$ cat src/rtl/alu_serial_engine.sv
// Bit-serial-by-slice 74181 ALU: one 4-bit slice per enabled clock, ripple carry held in a register.
// Optional accumulator mode (use_acc port) is compiled in by defining ALU_SERIAL_ENGINE_ACCUM_EN.
module alu_serial_engine #(
    parameter int unsigned NUM_SLICES = 4
) (
    input  logic                    clk,
    input  logic                    rstb,
    input  logic                    ena,
    input  logic                    start,
`ifdef ALU_SERIAL_ENGINE_ACCUM_EN
    input  logic                    use_acc,
`endif
    input  logic [4*NUM_SLICES-1:0] a,
    input  logic [4*NUM_SLICES-1:0] b,
    input  logic [3:0]              s,
    input  logic                    m,
    input  logic                    cn,
    output logic                    busy,
    output logic                    done,
    output logic [4*NUM_SLICES-1:0] f,
    output logic                    cout,
    output logic                    equal,
    output logic                    zero
);

    localparam int unsigned W     = 4 * NUM_SLICES;
    localparam int unsigned IDX_W = (NUM_SLICES > 1) ? $clog2(NUM_SLICES) : 1;

    typedef enum logic [1:0] {
        IDLE = 2'd0,
        RUN  = 2'd1,
        DONE = 2'd2
    } state_t;

    state_t             state, state_d;
    logic [IDX_W-1:0]   idx, idx_d;
    logic               carry, carry_d;
    logic [W-1:0]       a_r, a_d;
    logic [W-1:0]       b_r, b_d;
    logic [3:0]         s_r, s_d;
    logic               m_r, m_d;
    logic [W-1:0]       f_d;
    logic               cout_d, equal_d, zero_d, busy_d, done_d;

    logic [W-1:0]       cap_a_c;
    logic [3:0]         sa_c, sb_c, su_c, sv_c, sf_c;
    logic [4:0]         sum_c;
    logic               scn4_c;

`ifdef ALU_SERIAL_ENGINE_ACCUM_EN
    assign cap_a_c = use_acc ? f : a;
`else
    assign cap_a_c = a;
`endif

    // One 74181 slice: u/v are the complemented first-level gate outputs; arithmetic is u+v+carry,
    // logic is xnor(u,v). Carry-out is produced in both modes, as on the real part.
    always_comb begin
        sa_c   = a_r[int'(idx)*4 +: 4];
        sb_c   = b_r[int'(idx)*4 +: 4];
        su_c   = sa_c | (sb_c & {4{s_r[0]}}) | (~sb_c & {4{s_r[1]}});
        sv_c   = (sa_c & ~sb_c & {4{s_r[2]}}) | (sa_c & sb_c & {4{s_r[3]}});
        sum_c  = {1'b0, su_c} + {1'b0, sv_c} + {4'b0000, ~carry};
        sf_c   = m_r ? ~(su_c ^ sv_c) : sum_c[3:0];
        scn4_c = ~sum_c[4];
    end

    // Next-state and next-output logic.
    always_comb begin
        state_d = state;
        idx_d   = idx;
        carry_d = carry;
        a_d     = a_r;
        b_d     = b_r;
        s_d     = s_r;
        m_d     = m_r;
        f_d     = f;
        cout_d  = cout;
        equal_d = equal;
        zero_d  = zero;
        busy_d  = busy;
        done_d  = done;
        if (ena) begin
            case (state)
                IDLE: begin
                    busy_d = 1'b0;
                    done_d = 1'b0;
                    if (start) begin
                        a_d     = cap_a_c;
                        b_d     = b;
                        s_d     = s;
                        m_d     = m;
                        carry_d = cn;
                        idx_d   = '0;
                        busy_d  = 1'b1;
                        state_d = RUN;
                    end
                end
                RUN: begin
                    f_d[int'(idx)*4 +: 4] = sf_c;
                    carry_d = scn4_c;
                    idx_d   = idx + IDX_W'(1);
                    if (idx == IDX_W'(NUM_SLICES - 1)) begin
                        idx_d   = '0;
                        cout_d  = scn4_c;
                        equal_d = &f_d;
                        zero_d  = ~|f_d;
                        busy_d  = 1'b0;
                        done_d  = 1'b1;
                        state_d = DONE;
                    end
                end
                DONE: begin
                    done_d  = 1'b0;
                    state_d = IDLE;
                end
                default: begin
                    busy_d  = 1'b0;
                    done_d  = 1'b0;
                    state_d = IDLE;
                end
            endcase
        end
    end

    always_ff @(posedge clk or negedge rstb) begin
        if (!rstb) begin
            state <= IDLE;
            idx   <= '0;
            carry <= 1'b0;
            a_r   <= '0;
            b_r   <= '0;
            s_r   <= '0;
            m_r   <= 1'b0;
            f     <= '0;
            cout  <= 1'b0;
            equal <= 1'b0;
            zero  <= 1'b0;
            busy  <= 1'b0;
            done  <= 1'b0;
        end else begin
            state <= state_d;
            idx   <= idx_d;
            carry <= carry_d;
            a_r   <= a_d;
            b_r   <= b_d;
            s_r   <= s_d;
            m_r   <= m_d;
            f     <= f_d;
            cout  <= cout_d;
            equal <= equal_d;
            zero  <= zero_d;
            busy  <= busy_d;
            done  <= done_d;
        end
    end

endmodule
$ cat config.mk
export PLATFORM = sky130hd
export DESIGN_NAME = alu_serial_engine
export DESIGN_NICKNAME = d
export VERILOG_FILES = /design/src/rtl/alu_serial_engine.sv
export SDC_FILE = /design/constraint.sdc
export NUM_CORES = 1
export LEC_CHECK = 0
export ABC_CLOCK_PERIOD_IN_PS = 3800
export CAP_MARGIN = 5
export CORE_MARGIN = 2
export CORE_UTILIZATION = 37
export DETAILED_ROUTE_END_ITERATION = 8
export GPL_TIMING_DRIVEN = 0
export RECOVER_POWER = 100
export SETUP_SLACK_MARGIN = 0.02
export SYNTH_ARGS = -nofsm -noshare
export SYNTH_HDL_FRONTEND = slang
export SYNTH_SLANG_ARGS = --single-unit
$ cat constraint.sdc
create_clock -name clk -period 3.8 [get_ports clk]
set_input_delay 1.14 -clock clk [delete_from_list [all_inputs] [get_ports clk]]
set_output_delay 1.14 -clock clk [all_outputs]
set_load 0.03 [all_outputs]
Word level (Yosys, flattened, before mapping) --
Index checks and enable logic that the tools add are counted. W data, S select, Z words.
Word-level totals: register bits 63, bits of input ports 42, output and inout port bits 21, word-level logic and storage cells 68
Cells by class: add/sub/neg operators 4, equality and inequality tests 5, shift operators 4, mux-type cells 15, bitwise operators 15, reduce and logical (&&, ||, !) cells 12
Operators by type and width (number):
- $neg A4 Y33 | 1
- $shift A4 B33 Y16 const A | 1
- $shiftx A4 B33 Y16 | 1
- $shiftx A16 B5 Y4 | 2
- $and A4 B4 Y4 | 6
- $bwmux W16 | 1
- $reduce_and A16 Y1 | 1
- $reduce_or A16 Y1 | 1
- $reduce_and A3 Y1 | 5
- $or A4 B4 Y4 | 3
- $mux W2 | 4
- $not A4 Y4 | 2
- $pmux W2 S2 | 2
- $add A4 B4 Y5 | 1
- $add A5 B1 Y5 | 1
- $mux W1 | 5
- $eq A2 B2 Y1 const B | 2
- $mux W4 | 1
- $ne A2 B2 Y1 const B | 2
- $reduce_and A2 Y1 | 2
- $xor A4 B4 Y4 | 1
- $not A1 Y1 | 3
- $pmux W1 S3 | 1
- $add A2 B1 Y2 const B | 1
- 5 further kinds | 5

Logic depth before layout (Yosys ltp) --
Gate-level depths: netlist (run 1).
depth in word-level cells 12, gate-level depth with buffers 13, depth with buffers taken out 12

Least setup slack after synthesis (run 1) --
No wires, ideal clock.
path kind flip-flop to flip-flop, start register idx[0], end register equal, library setup time 0.121 ns, data arrival time 3.217 ns, data required time 3.679 ns, path slack 0.462 ns, stages on the path, launching flop included 14, buffers on the path 1, clock period less this slack 3.338 ns, cell sequence dfrtp_1 > buf_4 > mux4_2 > mux2i_1 > nor2b_1 > inv_1 > fa_1 > fa_1 > mux2i_1 > a21o_1 > a22o_1 > a22oi_1 > nor3_1 > a22o_1
Between the ends: cells in the longest elaborated chain, start to end 11, elaborated cells between the ends (all ways) 24, classes of those cells add/sub: 3; eq/ne: 1; shift: 4; mux: 2; bitwise: 12; reduce/logical: 2
RTL lines:
- from (decl) | RTL line 36 | logic [IDX_W-1:0] idx, idx_d;
- from (signal assigned) | RTL line 143 | idx <= idx_d;
- $shiftx A16 B5 Y4 | RTL line 60 | sb_c = b_r[int'(idx)*4 +: 4];
- $not A4 Y4 | RTL line 61, 62
- $and A4 B4 Y4 (2 in a row) | RTL line 62 | sv_c = (sa_c & ~sb_c & {4{s_r[2]}}) | (sa_c & sb_c & {4{s_r[3]}});
- $or A4 B4 Y4 | RTL line 62
- $add A4 B4 Y5 or $xor A4 B4 Y4 (tied branches) | RTL line 63, 64
- $add A5 B1 Y5 or $not A4 Y4 (tied branches) | RTL line 63, 64
- $mux W4 | RTL line 64 | sf_c = m_r ? ~(su_c ^ sv_c) : sum_c[3:0];
- $shiftx A4 B33 Y16 | RTL line 100 | f_d[int'(idx)*4 +: 4] = sf_c;
- $bwmux W16 | RTL line 100
- $reduce_and A16 Y1 | RTL line 106 | equal_d = &f_d;
- to (signal assigned) | RTL line 151 | equal <= equal_d;
- to (decl) | RTL line 22 | output logic equal,
Several ways; a longest one is shown, not always the timed one. A chain may end at the register's enable or synchronous reset.

Worst setup path in the final report (run 1) --
Same ends and word-level chain as after synthesis.

==> key figures, run 1 <==
Power and ir drop
  – Sw Share: 41.7%
  – Comb pwr share: 56.0%
  – Leak: 1.89 nW
  – Max IR drop VDD: 390 µV
  – Sw power: 1.78 mW
  – Internal power: 2.49 mW
  – Total design power: 4.27 mW
  – Clock share of power: 16.6%
  – Power Density: 974 nW/µm²
  – Register share of total power: 27.5%

Layout
  – Layout fillers: 826
  – Post-Layout Inst Area: 4380 µm²
  – Area Growth Syn to Fin: 31.0%
  – N_diodes: 0
  – Fin util: 50.0%
  – Layout cell share with drive strength beyond 1: 20.8%
  – Layout Nets: 420

Timing
  – Setup ws final: 0.257 ns
  – Period utilisation layout: 93.2%
  – Finish-stage setup viols: 0
  – Slew headroom: -3.85%
  – Final Max Slew Viols: 64
  – RSZ-0062 raised after global routing: no
  – Hold WS: 0.491 ns
  – Tmin final: 3.54 ns
  – Fmax: 282 MHz
  – Final Hold Fails: 0
  – Worst slew pin tran: 1.56 ns
  – Final clock skew: 0.00954 ns

Logic synthesis
  – Post-Synthesis Cell Area: 3350 µm²
  – Synth top cells by count: 63 x dfrtp_1, 39 x mux2_2, 27 x nand2_1
  – Syn_nets: 343
  – Post-synth EDFFs: 0
  – Sequential share of the synthesized area: 47.1%
  – Top_reg_cell synth: dfrtp_1
  – Post-synth top area share: 47.1%
  – Largest area contributor in the netlist: dfrtp_1
  – Synth warn: 0
  – Synthesized flop and latch total: 63
  – Async S/R FF share, synth: 100%
  – Synth area leaders: dfrtp_1 47%, mux2_2 13%, mux4_2 5.4%, ha_1 3.7%, a22o_1 3.7%
  – Mapped Avg Cell Area: 11.6 µm²
  – Synth cell types: 39
  – Top-count cell post-synth: dfrtp_1
  – Cell count after synthesis: 289

Clock tree
  – H-tree Lvls: 3
  – Clock Sinks: 63
  – CTS tree: built
  – Clock Path Buffers: 2
  – Hold Buf Count CTS: 0
  – CTS Buf Count: 9
  – Clock Tree Root: clkbuf_8
  – Clk_lat worst skew: 0.35 ns
  – Clock-pin slew on the worst setup and hold paths: 0.07 ns

Worst setup path
  – WP data arrival: 3.78 ns
  – Critical Path Sink Type: flop
  – Worst path slowest cell: fa_1
  – Critical path peak fanout: 8
  – WP data required: 4.03 ns
  – Worst-path cell chain: buf_6, mux4_2, mux2i_1, nor2b_1, inv_1, fa_2, fa_1, mux2i_4, a21o_1, a22o_1, a22oi_2, nor3_2, a22o_1
  – Worst setup SP type: flop
  – Most used cell, CP: a22o_1
  – Critical path class: reg2reg
  – Peak per-stage delay on the critical path: 0.60 ns

Global route
  – M3 GR Usage: 3.23%
  – GR Util met2: 25.7%
  – Largest net degree at the start of global routing: 64
  – Vias in the first global route: 2,596
  – First-pass GRT wire length: 13,200 µm
  – Top Usage Layer GRT: met2
  – Antenna violations before repair: 0
  – GRT Util Overall: 17.0%
  – Grt total ovfl: 0
  – Met1 GRT Util: 24.6%

Floorplanning
  – I/O pins: 63
  – Die H: 99.1 µm
  – Floorplan Core Area: 8760 µm²
  – Initial Util: 38.2%
  – Placement row count: 34
  – Die Area: 9820 µm²
  – Die W: 99.1 µm

Route
  – Post-route DRC: 0
  – DR pass1 iterations: 4
  – Total Wirelength: 7950 µm
  – Vias: 2,569
  – Antenna viol nets, final: 0
  – Drt wl/cell: 16.6 µm
  – Initial DRC count: 159
  – Vias per cell: 5.36

Run status
  – Failing checks: capacitance limit, slew limit
  – Status: finished, violations left

Placement
  – Placed inst area: 4100 µm²
  – GPL Wtd Cong: 0.900
  – Dpl ws: -0.0898 ns
  – Dpl hpwl: 5850 µm
  – IO Port Bufs: 62

Min path
  – Hold crit path type: reg2reg

Flow run
  – Number of max-cap violations: 1
==> power by group through the flow <==
stage | clock [mW] | combinational (mW) | sequential, mW
floorplan | 0 | 1.58 | 1.26
global placement | 0 | 2.29 | 1.17
detailed placement | 0 | 2.32 | 1.19
CTS | 0.713 | 2.33 | 1.18
global route | 0.746 | 2.63 | 1.22
finish | 0.708 | 2.39 | 1.17
==> worst max-delay path, delay by kind of cell (launching register included) <==
family | cells | cell delay (ns)
fa+ha+maj | 2 | 0.98
mux | 3 | 0.80
compound gates | 4 | 0.74
flops | 1 | 0.41
buf+inv | 2 | 0.25
simple gates | 2 | 0.25
==> metrics by stage <==
| stage | setup TNS, ns | instances |
|---|---|---|
| final | 0 | 479 |
| after global routing | 0 | 479 |
| after CTS | 0 | 475 |
| after detailed placement | -0.0898 | 459 |
| after global placement | -29.98 | 459 |
| after floorplan | 0 | 289 |
==> final cells by class <==
class	count	area, µm²	share of cell area [%]
Buffer	11	56.3	1.28
Clock buffer	10	128	2.91
Clock inverter	6	109	2.48
Inverter	12	45.0	1.03
Multi-Input combinational cell	203	1690	38.5
Sequential cell	63	1580	36.0
Tap cell	108	135	3.08
Timing Repair Buffer	66	646	14.7
==> layout by cell type (no fill, tap or decap), types with 2 or more instances in the layout <==
cell,synthesis,routed
a211o_1,2,2
a21o_1,2,2
a21oi_1,6,6
a22o_1,14,14
a32oi_1,6,6
buf_2,6,2
buf_4,2,5
bufinv_16,0,3
clkbuf_1,3,7
clkbuf_2,0,2
clkbuf_8,0,9
clkdlybuf4s50_1,0,39
clkinv_2,0,2
dfrtp_1,63,63
dlygate4sd3_1,0,22
ha_1,10,10
inv_1,12,12
mux2_2,39,38
mux2i_1,7,6
mux4_2,8,8
nand2_1,27,27
nand2b_1,3,3
nand3_1,5,5
nand4_1,5,5
nor2_1,14,14
nor2b_1,10,10
nor3_1,5,4
nor4_1,2,2
o21ai_0,17,18
o22ai_1,4,4
o31ai_1,2,2
==> per-layer routing <==
| metal | wire length [µm] | vias up |
|---|---|---|
| li1 | - | 1233 |
| met1 | 3920 | 1261 |
| met2 | 3560 | 63 |
| met3 | 340 | 12 |
| met4 | 130 | 0 |
| met5 | 0 | - |
==> final timing paths <==
path	start	endpoint	slack (ns)	cells after the start
setup / recovery	idx[0]	equal	0.26	13
hold / removal	zero	zero	0.49	2
setup reg to reg	idx[0]	equal	0.26	13
hold reg to reg	zero	zero	0.49	2
max in group asynchronous	rstb	f[10]	1.70	1
min in group asynchronous	rstb	a_r[15]	1.18	1
==> state kept, by name, indices dropped and copies added, names as in the netlist <==
name	count
a_r	16
b_r	16
f	16
s_r	4
idx	2
state	2
busy	1
carry	1
cout	1
done	1
equal	1
m_r	1
zero	1
==> logic make-up (layout without fill, tap and decap cells) <==
family	count (synthesis)	in the layout	synth area share, %
flip-flops	63	63	47.1
XOR/XNOR	1	1	0.262
AO/OA/AOI/OAI	59	59	12.3
adder cells (fa/ha/maj)	12	12	4.94
multiplexers	54	54	20.6
buffers and inverters	23	105	3.03
AND/OR/NAND/NOR	77	77	11.7
==> repair_timing <==
item	in CTS	in global routing
setup buffers	0	4
pin swaps	0	1
gates resized for setup	1	6
endpoints found under the setup margin	1	1
No activity file was read; power rests on OpenSTA's default activity.
==> run 2, diff against run 1 <==
Settings changed: CTS_BUF_LIST from default to sky130_fd_sc_hd__clkbuf_4 sky130_fd_sc_hd__clkbuf_8, SKIP_CTS_REPAIR_TIMING from default to 1.
==> run 2 against run 1 <==
Net effect:
- the run still ends with capacitance limit, slew limit left
- register-to-register slack barely moved
- sequential cell count did not move
- sequential power barely moved
- via count barely moved
- critical path depth did not move
- die area did not move
- routed wire length rose by 0.24%
- design area barely moved
- clock power rose by 0.8%
- first-iteration DRC count fell by 1.9%
- setup slack got worse by 0.0083 ns
- critical endpoint unchanged
- largest cell class unchanged
==> key figures, run 2 (synthesis results as in run 1) <==
Timing
  – Fmax: 282 MHz (-0.23%)
  – Period utilisation layout: 93.4% (+0.22 points)
  – RSZ-0062 raised after global routing: no
  – Final Hold Fails: 0 (unchanged)
  – Tmin final: 3.55 ns (+0.00834 ns)
  – Final Max Slew Viols: 64 (unchanged)
  – Setup ws final: 0.249 ns (-0.00834 ns)
  – Slew headroom: -2.86% (+0.99 points)
  – Setup TNS: 0 ns (unchanged)
  – Final clock skew: 0.00947 ns (-0.0000774 ns)
  – Finish-stage setup viols: 0 (unchanged)
  – Worst slew pin tran: 1.54 ns (-0.0148 ns)

Clock tree
  – Clock Path Buffers: 2 (unchanged)
  – H-tree Lvls: 3 (unchanged)
  – Clock Tree Root: clkbuf_8
  – Clock-pin slew on the worst setup and hold paths: 0.07 ns (about the same)
  – CTS Buf Count: 9 (unchanged)
  – Clk_lat worst skew: 0.35 ns (about the same)
  – Clock Sinks: 63 (unchanged)
  – CTS tree: built

Power and ir drop
  – Max IR drop VDD: 390 µV (-0.19%)
  – Total design power: 4.28 mW (+0.15%)
  – Power Density: 975 nW/µm² (about the same)
  – Leak: 1.89 nW (+0.18%)

Floorplanning
  – Initial Util: 38.2% (unchanged)
  – Floorplan Core Area: 8760 µm² (unchanged)
  – Die Area: 9820 µm² (unchanged)
  – Die H: 99.1 µm (unchanged)
  – Placement row count: 34 (unchanged)
  – I/O pins: 63 (unchanged)
  – Die W: 99.1 µm (unchanged)

Worst setup path
  – Worst path slowest cell: fa_1
  – Peak per-stage delay on the critical path: 0.60 ns (about the same)
  – Most used cell, CP: a22o_1
  – Critical path peak fanout: 8 (unchanged)
  – Worst-path cell chain: buf_6, mux4_2, mux2i_1, nor2b_1, inv_1, fa_2, fa_1, mux2i_4, a21o_1, a22o_1, a22oi_2, nor3_2, a22o_1
  – Critical path class: reg2reg
  – WP data arrival: 3.78 ns (about the same)
  – Critical Path Sink Type: flop
  – Worst reg2reg setup slack: 0.25 ns (about the same)
  – Bufs and invs on worst path: 2 (unchanged)
  – WP data required: 4.03 ns (about the same)
  – Worst setup SP type: flop
  – Family with the most delay on the worst path: adder cells

Route
  – Antenna viol nets, final: 0 (unchanged)
  – Drt wl/cell: 16.6 µm (+0.24%)
  – Vias: 2,568 (-0.039%)
  – Total Wirelength: 7970 µm (+0.24%)
  – Vias per cell: 5.36 (about the same)
  – Post-route DRC: 0 (unchanged)
  – DR pass1 iterations: 4 (unchanged)
  – Initial DRC count: 156 (-1.9%)

Run status
  – Failing checks: capacitance limit, slew limit
  – Status: finished, violations left

Min path
  – Hold crit path type: reg2reg

Layout
  – Most common cell after layout, fill and taps aside: dfrtp_1
  – N_diodes: 0 (unchanged)
  – Most frequent cells in the layout: 63 x dfrtp_1, 39 x clkdlybuf4s50_1, 38 x mux2_2
  – Fin util: 50.1% (about the same)
  – Layout cell share with drive strength beyond 1: 21.0% (+0.27 points)
  – Layout Nets: 420 (unchanged)
  – Largest regs: a_r x16, b_r x16, f x16
  – Area Growth Syn to Fin: 31.2% (about the same)
  – Finished Layout Cells: 479 (unchanged)

Global route
  – Vias in the first global route: 2,596 (unchanged)
  – Largest net degree at the start of global routing: 64 (unchanged)
  – Grt total ovfl: 0 (unchanged)
  – First-pass GRT wire length: 13,200 µm (unchanged)
  – GRT Util Overall: 17.0% (unchanged)
  – Antenna violations before repair: 0 (unchanged)

Flow run
  – Number of max-cap violations: 1 (unchanged)

Placement
  – Placed cells: 459 (unchanged)
  – IO Port Bufs: 62 (unchanged)
  – Dpl ws: -0.0898 ns (unchanged)
  – Dpl hpwl: 5850 µm (unchanged)
  – GPL Wtd Cong: 0.900 (unchanged)
## run 2: cell count changes in the layout (fill, tap and decap cells not counted)
| cell | previous run | this run |
|---|---|---|
| clkbuf_1 | 7 | 6 |
| clkbuf_4 | 0 | 1 |
## run 2: per-stage QoR
step,hold WS (ns),instance area [µm²]
6_report,0.492,4390
5_1_grt,0.521,4390
4_1_cts,0.508,4340
3_5_place_dp,0.492,4100
3_3_place_gp,0.485,4100
2_1_floorplan,0.475,3350
## run 2: power breakdown
part           switching (mW)  internal (mW)
clock                   0.272          0.442
combinational            1.30           1.09
sequential              0.206          0.966
total                    1.78           2.50
## run 2: final timing paths
check,startpoint,to,cells past startpoint
min in group asynchronous,rstb,b_r[11],1
worst max-delay path,idx[0],equal,13
worst max register to register,idx[0],equal,13
worst min register to register,zero,zero,2
max in group asynchronous,rstb,m_r,1
worst min-delay path,zero,zero,2
## run 2: routing by layer
metal,track usage [%],wire [µm],vias to the layer above
li1,-,-,1229
met1,24.6,3880,1250
met2,25.7,3540,75
met3,3.23,404,14
met4,6.32,137,0
met5,0,0,-
## run 2: final cells by class
cell class | count | area, µm²
flip-flops and latches | 63 | 1580
well taps | 108 | 135
clock buffers | 10 | 131
clock inverters | 6 | 109
plain buffers | 11 | 56.3
multi-input cells | 203 | 1690
repair buffers | 66 | 646
fillers | 824 | 4380
inverters | 12 | 45.0
## run 2: tightest hold or removal path, cell delays in order (launching register included)
cell     delay, ns
dfrtp_1       0.34
nand2_1       0.04
o21ai_0       0.07
